--- config.mk ---
export PLATFORM = sky130hd
export DESIGN_NAME = derived_clock_bank_flat
export DESIGN_NICKNAME = d
export VERILOG_FILES = /design/src/rtl/derived_clock_bank_if.sv /design/src/rtl/derived_clock_bank.sv /design/src/flat_wrapper.sv
export SDC_FILE = /design/constraint.sdc
export NUM_CORES = 1
export LEC_CHECK = 0
export ABC_AREA = 1
export BUFFER_PORTS_ARGS = -buffer_cell sky130_fd_sc_hd__buf_2
export CAP_MARGIN = 5
export CORE_AREA = 2 2 200 202
export DETAILED_ROUTE_END_ITERATION = 16
export DIE_AREA = 0 0 202 204
export PLACE_DENSITY = 0.78
export SLEW_MARGIN = 20
export SYNTH_ARGS = -nofsm -noshare
export SYNTH_HDL_FRONTEND = slang
export SYNTH_SLANG_ARGS = --single-unit
--- constraint.sdc ---
create_clock -name clk -period 19.9 [get_ports clk]
set_input_delay 0.995 -clock clk [delete_from_list [all_inputs] [get_ports clk]]
set_output_delay 0.995 -clock clk [all_outputs]
set_load 0.02 [all_outputs]
--- src/rtl/derived_clock_bank_if.sv ---
// Bus bundle for derived_clock_bank: per-channel controls in, square waves / strobes / pending flags out.
// Handshake: no valid/ready; load and sync are single-cycle strobes sampled on every rising clk edge.
interface derived_clock_bank_if #(
  parameter int NCH = 4,
  parameter int CW  = 32
);
  logic [NCH-1:0]    enable;
  logic [NCH-1:0]    load;
  logic [NCH*CW-1:0] half_period;
  logic [NCH*CW-1:0] phase;
  logic              sync;
  logic [NCH-1:0]    out;
  logic [NCH-1:0]    tick;
  logic [NCH-1:0]    pending;

  modport master (
    output enable, load, half_period, phase, sync,
    input  out, tick, pending
  );

  modport slave (
    input  enable, load, half_period, phase, sync,
    output out, tick, pending
  );
endinterface

--- src/rtl/derived_clock_bank.sv ---
// Bank of NCH programmable 50%-duty clock dividers with shadowed half-period reload and common sync.
// Optional macro DERIVED_CLOCK_BANK_PHASE_EN: sync preloads each counter with min(phase, hp).
module derived_clock_bank #(
  parameter int            NCH      = 4,
  parameter int            CW       = 32,
  parameter logic [CW-1:0] RESET_HP = '0
) (
  input  logic               clk,
  input  logic               rst,
  derived_clock_bank_if.slave bus
);
  logic [CW-1:0]  cnt_q    [NCH];
  logic [CW-1:0]  cnt_d    [NCH];
  logic [CW-1:0]  hp_q     [NCH];
  logic [CW-1:0]  hp_d     [NCH];
  logic [CW-1:0]  shadow_q [NCH];
  logic [CW-1:0]  shadow_d [NCH];
  logic [CW-1:0]  sync_hp  [NCH];
  logic [NCH-1:0] out_q, out_d;
  logic [NCH-1:0] tick_q, tick_d;
  logic [NCH-1:0] pending_q, pending_d;

  always_comb begin
    cnt_d     = cnt_q;
    hp_d      = hp_q;
    shadow_d  = shadow_q;
    out_d     = out_q;
    tick_d    = '0;
    pending_d = pending_q;
    for (int i = 0; i < NCH; i++) begin
      // Half-period in force after a sync: fresh load beats shadow, shadow beats current.
      sync_hp[i] = bus.load[i] ? bus.half_period[i*CW +: CW]
                 : (pending_q[i] ? shadow_q[i] : hp_q[i]);
      if (!bus.enable[i]) begin
        cnt_d[i] = '0;
        out_d[i] = 1'b0;
        if (pending_q[i]) hp_d[i] = shadow_q[i];
        pending_d[i] = bus.load[i];
        if (bus.load[i]) shadow_d[i] = bus.half_period[i*CW +: CW];
      end else if (bus.sync) begin
        hp_d[i]      = sync_hp[i];
        pending_d[i] = 1'b0;
        out_d[i]     = 1'b0;
        if (bus.load[i]) shadow_d[i] = bus.half_period[i*CW +: CW];
`ifdef DERIVED_CLOCK_BANK_PHASE_EN
        cnt_d[i] = (bus.phase[i*CW +: CW] > sync_hp[i]) ? sync_hp[i] : bus.phase[i*CW +: CW];
`else
        cnt_d[i] = '0;
`endif
      end else begin
        if (cnt_q[i] == hp_q[i]) begin
          cnt_d[i]  = '0;
          out_d[i]  = ~out_q[i];
          tick_d[i] = 1'b1;
          if (pending_q[i]) begin
            hp_d[i]      = shadow_q[i];
            pending_d[i] = 1'b0;
          end
        end else begin
          cnt_d[i] = cnt_q[i] + CW'(1);
        end
        // A load landing on a wrap stays pending for the following boundary.
        if (bus.load[i]) begin
          shadow_d[i]  = bus.half_period[i*CW +: CW];
          pending_d[i] = 1'b1;
        end
      end
    end
  end

  always_ff @(posedge clk or posedge rst) begin
    if (rst) begin
      for (int i = 0; i < NCH; i++) begin
        cnt_q[i]    <= '0;
        hp_q[i]     <= RESET_HP;
        shadow_q[i] <= RESET_HP;
      end
      out_q     <= '0;
      tick_q    <= '0;
      pending_q <= '0;
    end else begin
      cnt_q     <= cnt_d;
      hp_q      <= hp_d;
      shadow_q  <= shadow_d;
      out_q     <= out_d;
      tick_q    <= tick_d;
      pending_q <= pending_d;
    end
  end

  assign bus.out     = out_q;
  assign bus.tick    = tick_q;
  assign bus.pending = pending_q;
endmodule

--- src/flat_wrapper.sv ---
// flat-port wrapper written by rule: the top's interface ports become plain ports
module derived_clock_bank_flat 
#(
  parameter int            NCH      = 4,
  parameter int            CW       = 32,
  parameter logic [CW-1:0] RESET_HP = '0
)
  (clk, rst, bus_enable, bus_load, bus_half_period, bus_phase, bus_sync, bus_out, bus_tick, bus_pending);
  derived_clock_bank_if #(.NCH(NCH), .CW(CW)) bus_i ();
  input  logic clk;
  input  logic rst;
  input wire logic [$bits(bus_i.enable)-1:0] bus_enable;
  input wire logic [$bits(bus_i.load)-1:0] bus_load;
  input wire logic [$bits(bus_i.half_period)-1:0] bus_half_period;
  input wire logic [$bits(bus_i.phase)-1:0] bus_phase;
  input wire logic [$bits(bus_i.sync)-1:0] bus_sync;
  output wire logic [$bits(bus_i.out)-1:0] bus_out;
  output wire logic [$bits(bus_i.tick)-1:0] bus_tick;
  output wire logic [$bits(bus_i.pending)-1:0] bus_pending;
  assign bus_i.enable = bus_enable;
  assign bus_i.load = bus_load;
  assign bus_i.half_period = bus_half_period;
  assign bus_i.phase = bus_phase;
  assign bus_i.sync = bus_sync;
  assign bus_out = bus_i.out;
  assign bus_tick = bus_i.tick;
  assign bus_pending = bus_i.pending;
  derived_clock_bank #(.NCH(NCH), .CW(CW), .RESET_HP(RESET_HP)) u_core (.clk(clk), .rst(rst), .bus(bus_i));
endmodule
Word level (Yosys, flattened, before mapping)
Cells that the tools add are included.
{ "totals": {"word_cells": 113, "input_bits": 267, "out_inout_bits": 12, "reg_bits": 396} }
{ "op_classes": {"bitwise": 4, "mux": 72, "add_sub_neg": 4, "n_eq_ne": 12} }
{ "op_table": {"columns": ["operator", "count"], "rows": [
  ["$mux W32", 32],
  ["$add A32 B1 Y32 const B", 4],
  ["$eq A32 B32 Y1", 4],
  ["$mux W1", 40],
  ["$ne A4 B1 Y1 const B", 4],
  ["$ne A3 B1 Y1 const B", 4],
  ["$not A1 Y1", 4]
]} }

Logic depth before layout (Yosys ltp)
Gate-level depths: netlist of run 1.
{ "logic_depth": {"word_depth": 5, "ltp_mapped": 13, "mapped_depth_nobuf": 11} }

Worst setup path before layout of run 1
No wires, ideal clock.
{ "synth_path": {"kind": "in2reg", "startpoint": "input port bus_sync", "endpoint": "register u_core.hp_q[127] (netlist name)", "arrival_time_ns": 2.015, "stages": 8, "required_time_ns": 19.834, "path_slack_ns": 17.819, "setup_time_ns": 0.066, "path_cell_list": "buf_2 buf_2 nand3_2 clkbuf_1 nor2_1 a31oi_1 nand2_1 nand2_1"} }
{ "synth_via": {"elab_chain_cells": 2, "elab_cells_between_ends": 3} }
{ "synth_lines": {"columns": ["element", "line", "text"], "rows": [
  ["from (decl)", "flat_wrapper.sv:16", "input wire logic [$bits(bus_i.sync)-1:0] bus_sync;"],
  ["$mux W32", "derived_clock_bank.sv:40", "end else if (bus.sync) begin"],
  ["$mux W32", "derived_clock_bank.sv:34", "if (!bus.enable[i]) begin"],
  ["to (signal assigned)", "derived_clock_bank.sv:83", "hp_q <= hp_d;"],
  ["to (decl)", "derived_clock_bank.sv:14", "logic [CW-1:0] hp_q [NCH];"]
]} }
Several ways; a longest one is shown, not always the timed one.
A chain may end at the register's enable or synchronous reset.

Worst setup path after layout of run 1
{ "layout_path": {"startpoint": "register u_core.pending_q[3], in the netlist u_core.bus.pending[3]", "endpoint": "output port bus_pending[3]"} }
{ "layout_rtl": {"columns": ["element", "line", "text"], "rows": [
  ["from (decl)", "derived_clock_bank.sv:21", "logic [NCH-1:0] pending_q, pending_d;"],
  ["from (signal assigned)", "derived_clock_bank.sv:87", "pending_q <= pending_d;"],
  ["to (decl)", "flat_wrapper.sv:19", "output wire logic [$bits(bus_i.pending)-1:0] bus_pending;"]
]} }
No word-level cell between the ends.

==> reports/metrics.cfg, run 1 <==
[run_status]
outcome=finished clean

[timing]
slew_violations=0
fmax_mhz=357
max_slew.worst_pin.slew_ns=0.984
slew_headroom_pct=34.4
fin_crit_ns=2.80
setup_ws_ns=17.10
finalCritPeriodShare_pct=14.1
finalSetupViolations=0
holdWs_ns=0.506
fin_skew_ns=0.00921
fin_setup_tns_ns=0
hold_viol_final=0
rsz0062_at_grt=no

[critical_path]
cp.arrival_ns=1.81
r2r_end=u_core.hp_q[111]
cp_slowest_stage_delay_ns=0.59
crit_buf_inv=2
required_ns=18.91
crit_fanout=32
crit_chain=buf_4 > buf_2
r2r_start=u_core.hp_q[127]
cp_slowest_cell=dfrtp_1
worst-setup-path-type=register to output pin
critPathLaunchType=register
worst_setup_path_end_kind=output pin
crit_family=buffers and inverters
ff2ff_path_depth=10
rrSetupSlack_ns=17.52

[clock_tree]
clock_path_buffers=3
cts_resized=0
clk_pin_slew_ns=0.06
insertion_delay_ns=0.57
h-tree-depth=2
cts_setup_buffers=0
cts.sinks=396
root_buffer=clkbuf_16
cts_tree=built
ctsHoldBuffers=0
cts_buffers=44

[global_routing]
antenna_found_initial=0
grt_pass1_vias=18100
track_usage_pct=25.5
grt_max_degree=169
grt_pass1_wl_um=87500
grt_remaining_overflow=0

[logic_synthesis]
muxShareOfSynthArea_pct=4.89
syn_inst=2828
synth_largest_area_cell=dfrtp_1
syn_nets=3099
synth-seq-area-share_pct=45.8
synth.most_common_cell=nand2_1
synth.top_cells.by_count=nand2_1, dfrtp_1, nor2_1
synth-async-reset-ratio_pct=100
synth_ff_type=dfrtp_1
synth_area_um2=21600
synth.avg_cell_area_um2=7.65
synth-compound-area-share_pct=5.46
synth_top_area_share_pct=45.8
yosys.area_share.xor_xnor_pct=7.21
synth_cell_type_count=33
yosys_warnings=0
synthTopCellsByArea=dfrtp_1, nand2_1, nor2_1, nand3_1, mux2_2
synth_fa_ha_area_share_pct=0.231
synth_edf_count=0
synth_top_family_by_area=simple AND/OR/NAND/NOR gates
synth_seq_cells=396
synthSimpleGateAreaFrac_pct=30.3

[placed_design]
dpl.hpwl_um=33900
placement.setup.worst_slack_ns=16.08
place_area_um2=22700
gp_congestion=0.914
port_buffers=150

[final_layout]
multiInputGateArea_um2=10500
final_nets=3179
nFillCells=3422
antenna_cells=0
drive_gt1_share_pct=12.8
fin_area_um2=24100
register_area_um2=9910
synthToLayoutAreaGrowth_pct=11.6

[routing]
drtAntennaViolNets=0
drt_iter0_drc=1185
vias_per_cell=5.41
drt-pass1-iter-count=6
drt_wl_total_um=52100
routedWlPerCell_um=15.0
drc_errors=0
vias=18800

[power_and_ir_drop]
p_leak_uw=0.0112
power_uw=2050
ir_worst_vdd_v=0.0000625
powerDensity_nw_per_um2=84.9

[floorplanning]
core_area_um2=39200
start_util_pct=55.2
pin_count=279
fp.dieW_um=202
die_y_um=204
fp.dieArea_um2=41200
std_cell_rows=73

[worst_hold_path]
hp-class=register to register
min_to=u_core.shadow_q[82]
hold_depth=1
worstHoldStart=u_core.shadow_q[82]

[run]
maxCapViolations=0

[power breakdown]
group          internal [µW]  switching [µW]
registers                879            63.8
logic                    121             165
clock network            481             341
[sequential cells by signal, indices dropped and copies added (netlist names)]
signal and flops:
u_core.cnt_q 128, u_core.hp_q 128, u_core.bus.tick 4, u_core.bus.out 4
u_core.shadow_q 128, u_core.bus.pending 4
[worst max path at each step]
| stage | startpoint | endpoint | cells after the start |
|---|---|---|---|
| floorplan | rst | u_core.bus.out[0] | 1 |
| global placement | rst | u_core.shadow_q[114] | 4 |
| detailed placement | rst | u_core.shadow_q[115] | 4 |
| CTS | rst | u_core.hp_q[111] | 4 |
| global route | bus_load[2] | u_core.hp_q[48] | 6 |
| finish | u_core.bus.pending[3] | bus_pending[3] | 2 |
[cells in the final DEF, fill, tap and decap left out, types with 4 or more instances in the layout]
cell type / synthesis / layout
nand2_1: 904 / 901
dfrtp_1: 396 / 396
nor2_1: 393 / 389
nand3_1: 215 / 212
inv_1: 185 / 184
buf_2: 45 / 150
xnor2_1: 107 / 107
a31oi_1: 95 / 95
mux2_2: 94 / 94
o21ai_0: 77 / 77
xor2_1: 71 / 71
nor3_1: 46 / 46
clkbuf_16: 0 / 45
a21oi_1: 36 / 36
nand4_1: 24 / 24
buf_4: 1 / 16
inv_2: 15 / 15
clkinv_2: 0 / 12
nor2_2: 5 / 9
nor3_2: 8 / 8
clkbuf_1: 70 / 8
clkbuf_8: 0 / 7
and2_1: 5 / 5
ha_1: 4 / 4
clkinvlp_4: 0 / 4
[worst register-to-register path, cell delays in order, from the launching register on]
cell	delay, ns
dfrtp_1	0.43
xnor2_1	0.27
nand2_1	0.08
nor2_1	0.09
nand2_1	0.07
nor2_1	0.18
nand2_1	0.12
nand2_2	0.43
buf_4	0.46
nand2_1	0.10
nand2_1	0.08
[metal layers]
layer	wire length [µm]	up-vias	GRT usage (%)
li1	-	9163	-
met1	22500	8986	33.5
met4	1620	0	9.93
met2	25300	506	42.7
met5	0	-	0
met3	2680	112	3.97
[stage by stage]
| stage | cells | util (%) |
|---|---|---|
| global placement | 3387 | 57.8 |
| CTS | 3468 | 61.5 |
| finish | 3468 | 61.6 |
| floorplan | 2828 | - |
| detailed placement | 3387 | 57.8 |
| global route | 3468 | 61.6 |
[logic make-up (layout without fill, tap and decap cells)]
logic type	count (synthesis)	count (layout)
adder cells (fa/ha/maj)	4	4
AND/OR/NAND/NOR	1610	1610
AO/OA/AOI/OAI	212	212
buffers and inverters	334	449
XOR/XNOR	178	178
multiplexers	94	94
flip-flops	396	396
[layout make-up]
type	instances	share of cell area, %
multi-input cells	2098	43.3
flip-flops and latches	396	41.0
clock buffers	60	5.19
repair buffers	168	3.74
inverters	200	3.16
well taps	525	2.72
clock inverters	21	0.819
No activity file was read; power rests on OpenSTA's default activity.
==> run 2, diff against run 1 <==
==> constraint.sdc (replaced) <==
create_clock -name clk -period 2.6 [get_ports clk]
set_input_delay 0.13 -clock clk [delete_from_list [all_inputs] [get_ports clk]]
set_output_delay 0.13 -clock clk [all_outputs]
set_load 0.02 [all_outputs]
==> run 2 against run 1 <==
Net effect: setup slack worse by 16 ns; register-to-register slack worse by 17 ns; count of clock-buffer cells in the layout up 8; non-clock buffer count up 159; via count up 4.2%; largest power group unchanged.
==> reports/metrics.cfg, run 2 (same netlist as run 1, synthesis figures left out) <==
[timing]
finalCritPeriodShare_pct=75.5
slew_violations=0
slew_headroom_pct=39.1
hold_viol_final=0
finalSetupViolations=0
rsz0062_at_grt=no
holdWs_ns=0.101
fin_crit_ns=1.96
fin_skew_ns=0.0145
fmax_mhz=510
max_slew.worst_pin.slew_ns=0.913

[global_routing]
grt_max_degree=91
antenna_found_initial=0
track_usage_pct=27.5
grt_pass1_wl_um=93800
grt_pass1_vias=19400
grt_remaining_overflow=0

[routing]
drtAntennaViolNets=0
drc_errors=0
routedWlPerCell_um=15.4
drt_wl_total_um=55700
drt-pass1-iter-count=5
vias=19600
vias_per_cell=5.40
drt_iter0_drc=1404

[clock_tree]
clk_pin_slew_ns=0.06
root_buffer=clkbuf_16
cts.sinks=396
cts_buffers=45
h-tree-depth=2
cts_tree=built
cts_resized=0
cts_setup_buffers=0
clock_path_buffers=3
insertion_delay_ns=0.57

[critical_path]
worst_setup_path_end_kind=register
required_ns=3.11
cp_slowest_cell=dfrtp_1
crit_fanout=46
critPathLaunchType=register
path_common_cell=nand2_1
worst-setup-path-type=register to register
cp.arrival_ns=2.47
cp_slowest_stage_delay_ns=0.40
crit_chain=xnor2_1 > nand2_1 > nor2_1 > nand2_1 > nor2_1 > nand2_1 > nand2_2 > buf_12 > nand2_1 > nand2_1

[final_layout]
finish.utilization_pct=65.7
synthToLayoutAreaGrowth_pct=18.9
drive_gt1_share_pct=12.8
multiInputGateArea_um2=10400
final_nets=3339
reg_top3=u_core.cnt_q x128, u_core.hp_q x128, u_core.shadow_q x128
layout_common_cells=nand2_1, dfrtp_1, nor2_1
final_common_cell=nand2_1
nFillCells=3175
register_area_um2=9910

[power_and_ir_drop]
p_seq_share_pct=45.0
power_uw=16100
clkPwrFrac_pct=40.1
p_sw_share_pct=27.4
ir_worst_vdd_v=0.000452
p_comb_share_pct=14.9
p_leak_uw=0.0119
p_int_uw=11700
switchingPower_uw=4400
powerDensity_nw_per_um2=625

[floorplanning]
die_y_um=204
fp.dieW_um=202
start_util_pct=55.2
pin_count=279
core_area_um2=39200
fp.dieArea_um2=41200
std_cell_rows=73

[worst_hold_path]
hp-class=primary input to register

[run]
maxCapViolations=0

[placed_design]
gp_congestion=0.896
port_buffers=150
dpl.hpwl_um=36000

[run_status]
outcome=finished clean

-- run 2: cell types whose count changed in the layout (fill, tap and decap cells not counted), moves of 3 or more --
| cell | delta |
|---|---|
| buf_12 | +5 |
| nand2_4 | -3 |
| buf_4 | +22 |
| nand2_2 | +3 |
| dlygate4sd3_1 | +133 |
| clkbuf_8 | +5 |
| clkinv_2 | -11 |
-- run 2: worst max-delay path, delay by kind of cell (launching register included) --
| family | cells | cell delay [ns] |
|---|---|---|
| AND/OR/NAND/NOR | 8 | 0.94 |
| flip-flops | 1 | 0.40 |
| buffers and inverters | 1 | 0.28 |
| XOR/XNOR | 1 | 0.27 |
-- run 2: metal layers --
layer | global-route usage [%] | wire length (µm) | up-vias
li1 | - | - | 9486
met1 | 35.8 | 24200 | 9396
met2 | 47.0 | 27000 | 569
met3 | 3.94 | 2990 | 108
met4 | 9.93 | 1500 | 0
met5 | 0 | 0 | -
-- run 2: final cells by class --
| cell class | instances | area share (%) |
|---|---|---|
| Tap cell | 525 | 2.55 |
| Multi-Input combinational cell | 2098 | 40.6 |
| Clock buffer | 68 | 5.26 |
| Sequential cell | 396 | 38.5 |
| Inverter | 200 | 2.93 |
| Clock inverter | 7 | 0.496 |
| Antenna cell | 1 | 0.00973 |
| Timing Repair Buffer | 327 | 9.67 |
-- run 2: through the flow --
step / worst slack, ns / cells / TNS, ns / cell area (µm²)
final: 0.638 / 3622 / 0 / 25700
after global routing: 0.460 / 3621 / 0 / 25700
after CTS: 0.608 / 3621 / 0 / 25700
after detailed placement: 0.620 / 3413 / 0 / 22900
after global placement: 0.657 / 3413 / 0 / 22900
after floorplan: -2.86 / 2828 / -1132.49 / 21600
-- run 2: path summary, 6_finish.rpt --
kind,depth (start not counted),endpoint,from,slack (ns)
max,10,u_core.hp_q[126],u_core.hp_q[127],0.64
min,5,u_core.hp_q[53],bus_load[2],0.10
max reg2reg,10,u_core.hp_q[126],u_core.hp_q[127],0.64
min reg2reg,1,u_core.shadow_q[107],u_core.shadow_q[107],0.50
max in group asynchronous,4,u_core.shadow_q[77],rst,1.38
min in group asynchronous,3,u_core.hp_q[26],rst,0.28
-- run 2: power groups by stage --
stage | clock network, µW | registers (µW) | logic (µW)
2_1_floorplan | 0 | 7190 | 1690
3_3_place_gp | 0 | 7290 | 2150
3_5_place_dp | 0 | 7320 | 2230
4_1_cts | 6530 | 7220 | 2410
5_1_grt | 6770 | 7290 | 2740
6_report | 6450 | 7230 | 2400
-- run 2: what timing repair did --
item | in CTS | in global routing
hold buffers | 133 | 0
endpoints found under the hold margin | 278 | 0
setup endpoints to repair | 0 | 0
